[src/rtl/sound_pkg.sv]
// Shared definitions for the sample player: FSM state encoding and default widths.
package sound_pkg;
  localparam int DATA_W_DEF = 8;
  localparam int ADDR_W_DEF = 16;
  localparam int DIV_W_DEF  = 16;
  localparam int VOL_W_DEF  = 4;

  typedef enum logic {
    IDLE = 1'b0,
    PLAY = 1'b1
  } state_t;
endpackage

[src/rtl/sound_pwm.sv]
// Free-running PWM: the duty only reloads at the end of a period so no period is cut short.
module sound_pwm #(
  parameter int DATA_W = 8
) (
  input  logic              clk,
  input  logic              rst,
  input  logic [DATA_W-1:0] level,
  output logic              pwm
);
  logic [DATA_W-1:0] cnt;
  logic [DATA_W-1:0] duty;

  always_ff @(posedge clk) begin
    if (rst) begin
      cnt  <= '0;
      duty <= '0;
      pwm  <= 1'b0;
    end else begin
      cnt <= cnt + DATA_W'(1);
      if (&cnt) duty <= level;
      pwm <= (cnt < duty);
    end
  end
endmodule

[src/rtl/sound_player.sv]
// Streams samples from memory at a programmable rate, scales by volume and drives PWM audio.
module sound_player
  import sound_pkg::*;
#(
  parameter int DATA_W = DATA_W_DEF,
  parameter int ADDR_W = ADDR_W_DEF,
  parameter int DIV_W  = DIV_W_DEF,
  parameter int VOL_W  = VOL_W_DEF
) (
  input  logic              clk,
  input  logic              rst,
  input  logic              start,
  input  logic              stop,
  input  logic              loop,
  input  logic [DIV_W-1:0]  div,
  input  logic [ADDR_W-1:0] last,
  input  logic [VOL_W-1:0]  vol,
  output logic              rd_en,
  output logic [ADDR_W-1:0] rd_addr,
  input  logic [DATA_W-1:0] rd_data,
  output logic              pwm,
  output logic              busy,
  output logic              done
);
  state_t                   state, state_nx;
  logic [ADDR_W-1:0]        addr;
  logic [DIV_W-1:0]         div_cnt;
  logic                     rd_en_q;
  logic [DATA_W-1:0]        sample_q;
  logic [DATA_W+VOL_W-1:0]  prod;
  logic [DATA_W-1:0]        scaled;
  logic                     tick;
  logic                     at_last;

  assign tick    = (div_cnt == div);
  assign at_last = (addr == last);

  always_ff @(posedge clk) begin
    if (rst) state <= IDLE;
    else     state <= state_nx;
  end

  always_comb begin
    state_nx = state;
    case (state)
      IDLE: if (start && !stop) state_nx = PLAY;
      PLAY: begin
        if (stop)                         state_nx = IDLE;
        else if (tick && at_last && !loop) state_nx = IDLE;
      end
      default: state_nx = IDLE;
    endcase
  end

  always_comb begin
    busy    = (state == PLAY);
    rd_en   = (state == PLAY) && (div_cnt == '0);
    rd_addr = addr;
  end

  // Address/divider return to 0 whenever playback is not advancing, so a new start is clean.
  always_ff @(posedge clk) begin
    if (rst) begin
      addr     <= '0;
      div_cnt  <= '0;
      done     <= 1'b0;
      rd_en_q  <= 1'b0;
      sample_q <= '0;
    end else begin
      done    <= 1'b0;
      rd_en_q <= rd_en;
      if (rd_en_q) sample_q <= rd_data;
      if (state != PLAY || stop) begin
        addr    <= '0;
        div_cnt <= '0;
      end else if (tick) begin
        div_cnt <= '0;
        if (at_last) begin
          addr <= '0;
          if (!loop) done <= 1'b1;
        end else begin
          addr <= addr + ADDR_W'(1);
        end
      end else begin
        div_cnt <= div_cnt + DIV_W'(1);
      end
    end
  end

  // Full-width product, then drop VOL_W bits: max volume is just below unity.
  assign prod   = {{VOL_W{1'b0}}, sample_q} * {{DATA_W{1'b0}}, vol};
  assign scaled = prod[DATA_W+VOL_W-1:VOL_W];

  sound_pwm #(.DATA_W(DATA_W)) u_pwm (
    .clk   (clk),
    .rst   (rst),
    .level (busy ? scaled : '0),
    .pwm   (pwm)
  );
endmodule

[config.mk]
export PLATFORM = sky130hd
export DESIGN_NAME = sound_player
export DESIGN_NICKNAME = d
export VERILOG_FILES = /design/src/rtl/sound_pkg.sv /design/src/rtl/sound_pwm.sv /design/src/rtl/sound_player.sv
export SDC_FILE = /design/constraint.sdc
export NUM_CORES = 1
export LEC_CHECK = 0
export CAP_MARGIN = 10
export CORE_AREA = 3 3 90 92
export CTS_CLUSTER_SIZE = 24
export DETAILED_ROUTE_END_ITERATION = 8
export DIE_AREA = 0 0 93 95
export PLACE_DENSITY = 0.89
export SYNTH_ARGS = -nofsm -noshare
export SYNTH_HDL_FRONTEND = slang
export SYNTH_SLANG_ARGS = --single-unit
export TNS_END_PERCENT = 1
[constraint.sdc]
create_clock -name clk -period 4.45 [get_ports clk]
set_input_delay 0.89 -clock clk [delete_from_list [all_inputs] [get_ports clk]]
set_output_delay 0.89 -clock clk [all_outputs]
set_load 0.005 [all_outputs]
# After elaboration in Yosys (flattened, before gate mapping)
# Cells that the tools add are included.
[totals]
regBits = 60
out_inout_bits = 20
[op_classes]
addsub = 3
n_mul = 1
magnitude_cmp = 1
eq_ne = 2
mux = 7
n_bitwise = 3
n_reduce_logical = 12
[ops]
columns = ["cell", "n"]
rows = [
  ["$add 16x1->16 const B", 2],
  ["$eq 16x16->1", 2],
  ["$logic_not 16->1", 1],
  ["$mux 16", 1],
  ["$mul 8x4->12", 1],
  ["$add 8x1->8 const B", 1],
  ["$lt 8x8->1", 1],
  ["$mux 8", 1],
  ["$reduce_and 8->1", 1],
  ["$logic_and 1x1->1", 4],
  ["$mux 1", 4],
  ["$reduce_or 4->1", 1],
  ["$not 1->1", 3],
  ["$reduce_or 3->1", 1],
  ["$logic_not 1->1", 2],
  ["$pmux 1 s2", 1],
  ["$reduce_or 2->1", 1],
  ["$logic_or 1x1->1", 1],
]

# Logic depth before layout (Yosys ltp)
[logic_depth]
word_depth = 6
depth_mapped = 12
ltp_nobuf = 12

# Modules after synthesis
# A second synthesis with hierarchy kept.
[unflattened]
cells_unflattened = 438
hier_area_um2 = 3900.0
[modules_own_cells]
columns = ["module", "instances", "cells_each", "area_each_um2", "seq_area_each_um2"]
rows = [
  ["sound_player", 1, 347, 3032.9, 860.8],
  ["sound_pwm", 1, 91, 867.1, 340.3],
]

# Least setup slack after synthesis
# No wires, ideal clock.
[synth_path]
path_type = "input to register"
from = "input port vol[3]"
to = "register u_pwm.duty[5]"
setup_ps = 124
arrival_ps = 3752
slack_ps = 574
stages = 12
cell_sequence = "and2_1 -> fa_1 -> inv_1 -> fa_1 -> inv_1 -> ha_1 -> a21o_1 -> a31o_2 -> a2111oi_0 -> o31ai_1 -> xnor2_1 -> o21ai_1"
[synth_via]
elab_chain_len = 2
[synth_rtl]
columns = ["element", "line", "text"]
rows = [
  ["start: declaration", "sound_player.sv:17", "input logic [VOL_W-1:0] vol,"],
  ["$mul 8x4->12", "sound_player.sv:91", "assign prod = {{VOL_W{1'b0}}, sample_q} * {{DATA_W{1'b0}}, vol};"],
  ["$mux 8", "sound_player.sv:97", ".level (busy ? scaled : '0),"],
  ["end signal: assignment", "sound_pwm.sv:20", "if (&cnt) duty <= level;"],
  ["end: declaration", "sound_pwm.sv:11", "logic [DATA_W-1:0] duty;"],
]
# Every way passes these cells.
# A chain may end at the register's enable or synchronous reset.

# Worst setup path after layout
# Same ends and word-level chain as after synthesis.

==> reports/qor.csv <==
stage,metric,value,unit
status,status,"complete, no violations",
floorplanning,Die Ht,95,microns
clock_network,later-pin clock latency in the skew report,0.35,ns
drt,vias,3241,
logic_synthesis,Yosys top cell area share,0.317,
drt,DR DRC count,0,
logic_synthesis,synthesized cell area,0.00379,sq mm
pwr,Cell Pwr Density,242,mW/mm^2
logic_synthesis,Mapped Cells,435,
worst_setup_path,Crit Path Max Fanout,3,
floorplanning,Die X,93,microns
clock_network,post-CTS sizing,0,
clock_network,CTS tree,yes,
run,max cap viols,0,
floorplanning,starting density of the core,0.520,
logic_synthesis,synth cell count leaders,"dfxtp_1 (60), nor2_1 (55), xnor2_1 (46), inv_1 (32)",
global_route,first-pass GRT wire length,14900,microns
clock_network,Post-CTS Setup Inserts,0,
global_route,gr usage total,0.209,
logic_synthesis,"top cells by area, synth","dfxtp_1 (32%), xnor2_1 (11%), ha_1 (8.2%)",
logic_synthesis,post-synthesis area per instance,8.72,sq um
floorplanning,Rows,31,
worst_setup_path,CP Launch Type,primary input,
hold_path,Hold Startpoint,u_pwm.duty[6]$_SDFFE_PP0P_,
drt,routed vias/inst,5.27,
drt,DR iter-0 viols,102,
global_route,antenna violations before repair,0,
worst_setup_path,Setup crit start,vol[3],
drt,DR WL/cell,14.1,microns
worst_setup_path,crit-path cells,clkdlybuf4s50_1 -> and2_1 -> fa_1 -> inv_1 -> fa_1 -> inv_1 -> ha_1 -> a21o_1 -> a31o_2 -> a2111oi_0 -> buf_4 -> o31ai_1 -> xnor2_1 -> o21ai_1,
logic_synthesis,Post-synth EDFFs,0,
finish,"non-filler cells, final",615,
floorplanning,core footprint,0.00729,sq mm
clock_network,CTS sink count,60,
drt,Antenna Violating Nets Remaining,0,
pwr,maximum vdd ir drop,151,uV
global_route,largest net degree at the start of global routing,26,
clock_network,CTS Buffer Depth,2,
sta,post-route minimum period,4.20,ns
sta,Worst-Margin Slew,0.630,ns
sta,setup_tns,0,ns
worst_setup_path,Setup CP Type,primary input to flip-flop,
placement,placed insts,599,
placement,# port buffers,68,
worst_setup_path,CP arrival,4.42,ns
worst_setup_path,"slowest stage delay, CP",0.54,ns
worst_setup_path,reg-to-reg critical path startpoint,sample_q[1]$_SDFFE_PP0P_,
finish,# fillers,602,
logic_synthesis,"count leader, synth",dfxtp_1,
global_route,global route overflow,0,
clock_network,cts hold-fix bufs,0,
worst_setup_path,Worst EP required,4.67,ns
finish,layout cells sized above 1,0.0698,
logic_synthesis,Ys Warns,0,
finish,area grow syn2layout,26.1,%
sta,number of endpoints failing setup at the final stage,0,
logic_synthesis,Post-synth ARST share,0,
drt,DR pass1 iterations,4,
finish,number of diodes,0,
placement,gp weighted congestion,0.868,
finish,Finished Cell Area,0.00479,sq mm
placement,dpl hpwl,6740,microns
clock_network,CTS root buf,clkbuf_8,
worst_setup_path,Worst Setup End Kind,flip-flop,
global_route,number of global-route vias before repair,3338,
floorplanning,Die ar.,0.00884,sq mm
pwr,Leak Pwr,1.79,nW
logic_synthesis,largest area contributor in the netlist,dfxtp_1,
sta,final critical-path share of the clock period,0.943,
pwr,Design Power,1.16,mW
logic_synthesis,register bit total from synthesis,60,
clock_network,CTS Buf Count,9,
clock_network,Worst-path clk slew,0.07,ns
worst_setup_path,"slowest stage cell, crit path",fa_1,
drt,DRT Wirelength,8660,microns
logic_synthesis,Main synth FF type,dfxtp_1,
hold_path,Hold Path Class,flip-flop to flip-flop,
sta,Hold Fails Final Rpt,0,
sta,fmax,238,MHz
placement,Placed Area,0.00459,sq mm
worst_setup_path,r2r setup slk,0.95,ns
sta,RSZ-0062 raised after global routing,no,
sta,"Slew Viols, Final",0,
sta,clk_skew,0.0120,ns
logic_synthesis,sequential-to-total area share from yosys stat,0.317,
finish,post-layout util,0.656,
finish,fin nets,596,
clock_network,htree depth,3,
logic_synthesis,"Distinct cells, synth",44,
logic_synthesis,post-synth net total,520,
floorplanning,io pins,69,
sta,Slew HR,0.579,
[cell usage in the layout (no fill, tap or decap), types with 3 or more instances in the layout]
| cell type | netlist | layout |
|---|---|---|
| clkdlybuf4s50_1 | 0 | 68 |
| dfxtp_1 | 60 | 60 |
| nor2_1 | 55 | 55 |
| xnor2_1 | 46 | 46 |
| inv_1 | 32 | 32 |
| nand2_1 | 27 | 27 |
| xor2_1 | 27 | 27 |
| ha_1 | 25 | 25 |
| and2_1 | 23 | 23 |
| nand3_1 | 15 | 15 |
| nor4_1 | 14 | 14 |
| nand4_1 | 13 | 13 |
| fa_1 | 11 | 11 |
| mux2i_1 | 9 | 9 |
| clkbuf_8 | 0 | 9 |
| a21oi_1 | 8 | 8 |
| o21ai_0 | 8 | 8 |
| buf_4 | 0 | 8 |
| nor2_2 | 7 | 7 |
| and3_1 | 6 | 6 |
| nor3_1 | 5 | 5 |
| a21o_1 | 4 | 4 |
| nand2b_1 | 3 | 3 |
[critical path: cells and delay by family]
family	cells	cell delay [ns]
AO/OA/AOI/OAI	5	1.05
XOR/XNOR	1	0.15
adder cells (fa/ha/maj)	3	1.38
buffers and inverters	4	0.76
AND/OR/NAND/NOR	1	0.20
[flip-flops by register name, indices dropped and copies added (netlist names)]
signal      flops
sample_q        8
busy            1
rd_en_q         1
u_pwm.cnt       8
div_cnt        16
u_pwm.duty      8
u_pwm.pwm       1
rd_addr        16
done            1
[power by group]
| group | switching, mW | internal [mW] |
|---|---|---|
| clock network | 0.238 | 0.261 |
| registers | 0.00709 | 0.543 |
| logic | 0.0405 | 0.0683 |
| total | 0.285 | 0.872 |
[logic make-up (layout without fill, tap and decap cells)]
group / after synthesis / in the layout / share of synthesized area
muxes: 9 / 9 / 0.0237
xor gates and xnor gates: 73 / 73 / 0.168
and+or+nand+nor: 183 / 183 / 0.249
AOI/OAI and AO/OA: 31 / 31 / 0.0511
buffers and inverters: 43 / 124 / 0.0511
DFF: 60 / 60 / 0.317
adders and majority gates: 36 / 36 / 0.140
[per-layer routing]
| metal | share of wire | vias to the layer above | global-route usage | routed length, microns |
|---|---|---|---|---|
| met2 | 0.51 | 88 | 0.377 | 4390 |
| met4 | 0.019 | 0 | 0.0806 | 163 |
| met5 | 0 | - | 0 | 0 |
| met3 | 0.051 | 14 | 0.0502 | 444 |
| met1 | 0.42 | 1532 | 0.238 | 3660 |
| li1 | - | 1607 | - | - |
[final cells by class]
class	instances	area, sq um	area share
clock buffer	9	124	0.0259
clock inverter	7	76.3	0.0159
inverter	32	120	0.0251
multi-input combinational	332	2400	0.501
sequential	60	1200	0.251
tap	99	124	0.0259
timing repair buffer	76	741	0.155
[path summary, 6_finish.rpt]
check,end,cells past startpoint
setup / recovery,u_pwm.duty[5]$_SDFFE_PP0P_,14
hold / removal,u_pwm.duty[6]$_SDFFE_PP0P_,2
setup reg to reg,u_pwm.duty[5]$_SDFFE_PP0P_,13
hold reg to reg,u_pwm.duty[6]$_SDFFE_PP0P_,2
[stage by stage]
stage / setup WS, ns / hold WS (ns)
3_5_place_dp: -0.0636 / 0.441
3_3_place_gp: 0.124 / 0.440
6_report: 0.254 / 0.455
5_1_grt: 0.110 / 0.498
2_1_floorplan: 0.574 / 0.425
4_1_cts: 0.303 / 0.458
No activity file was read; power rests on OpenSTA's default activity.
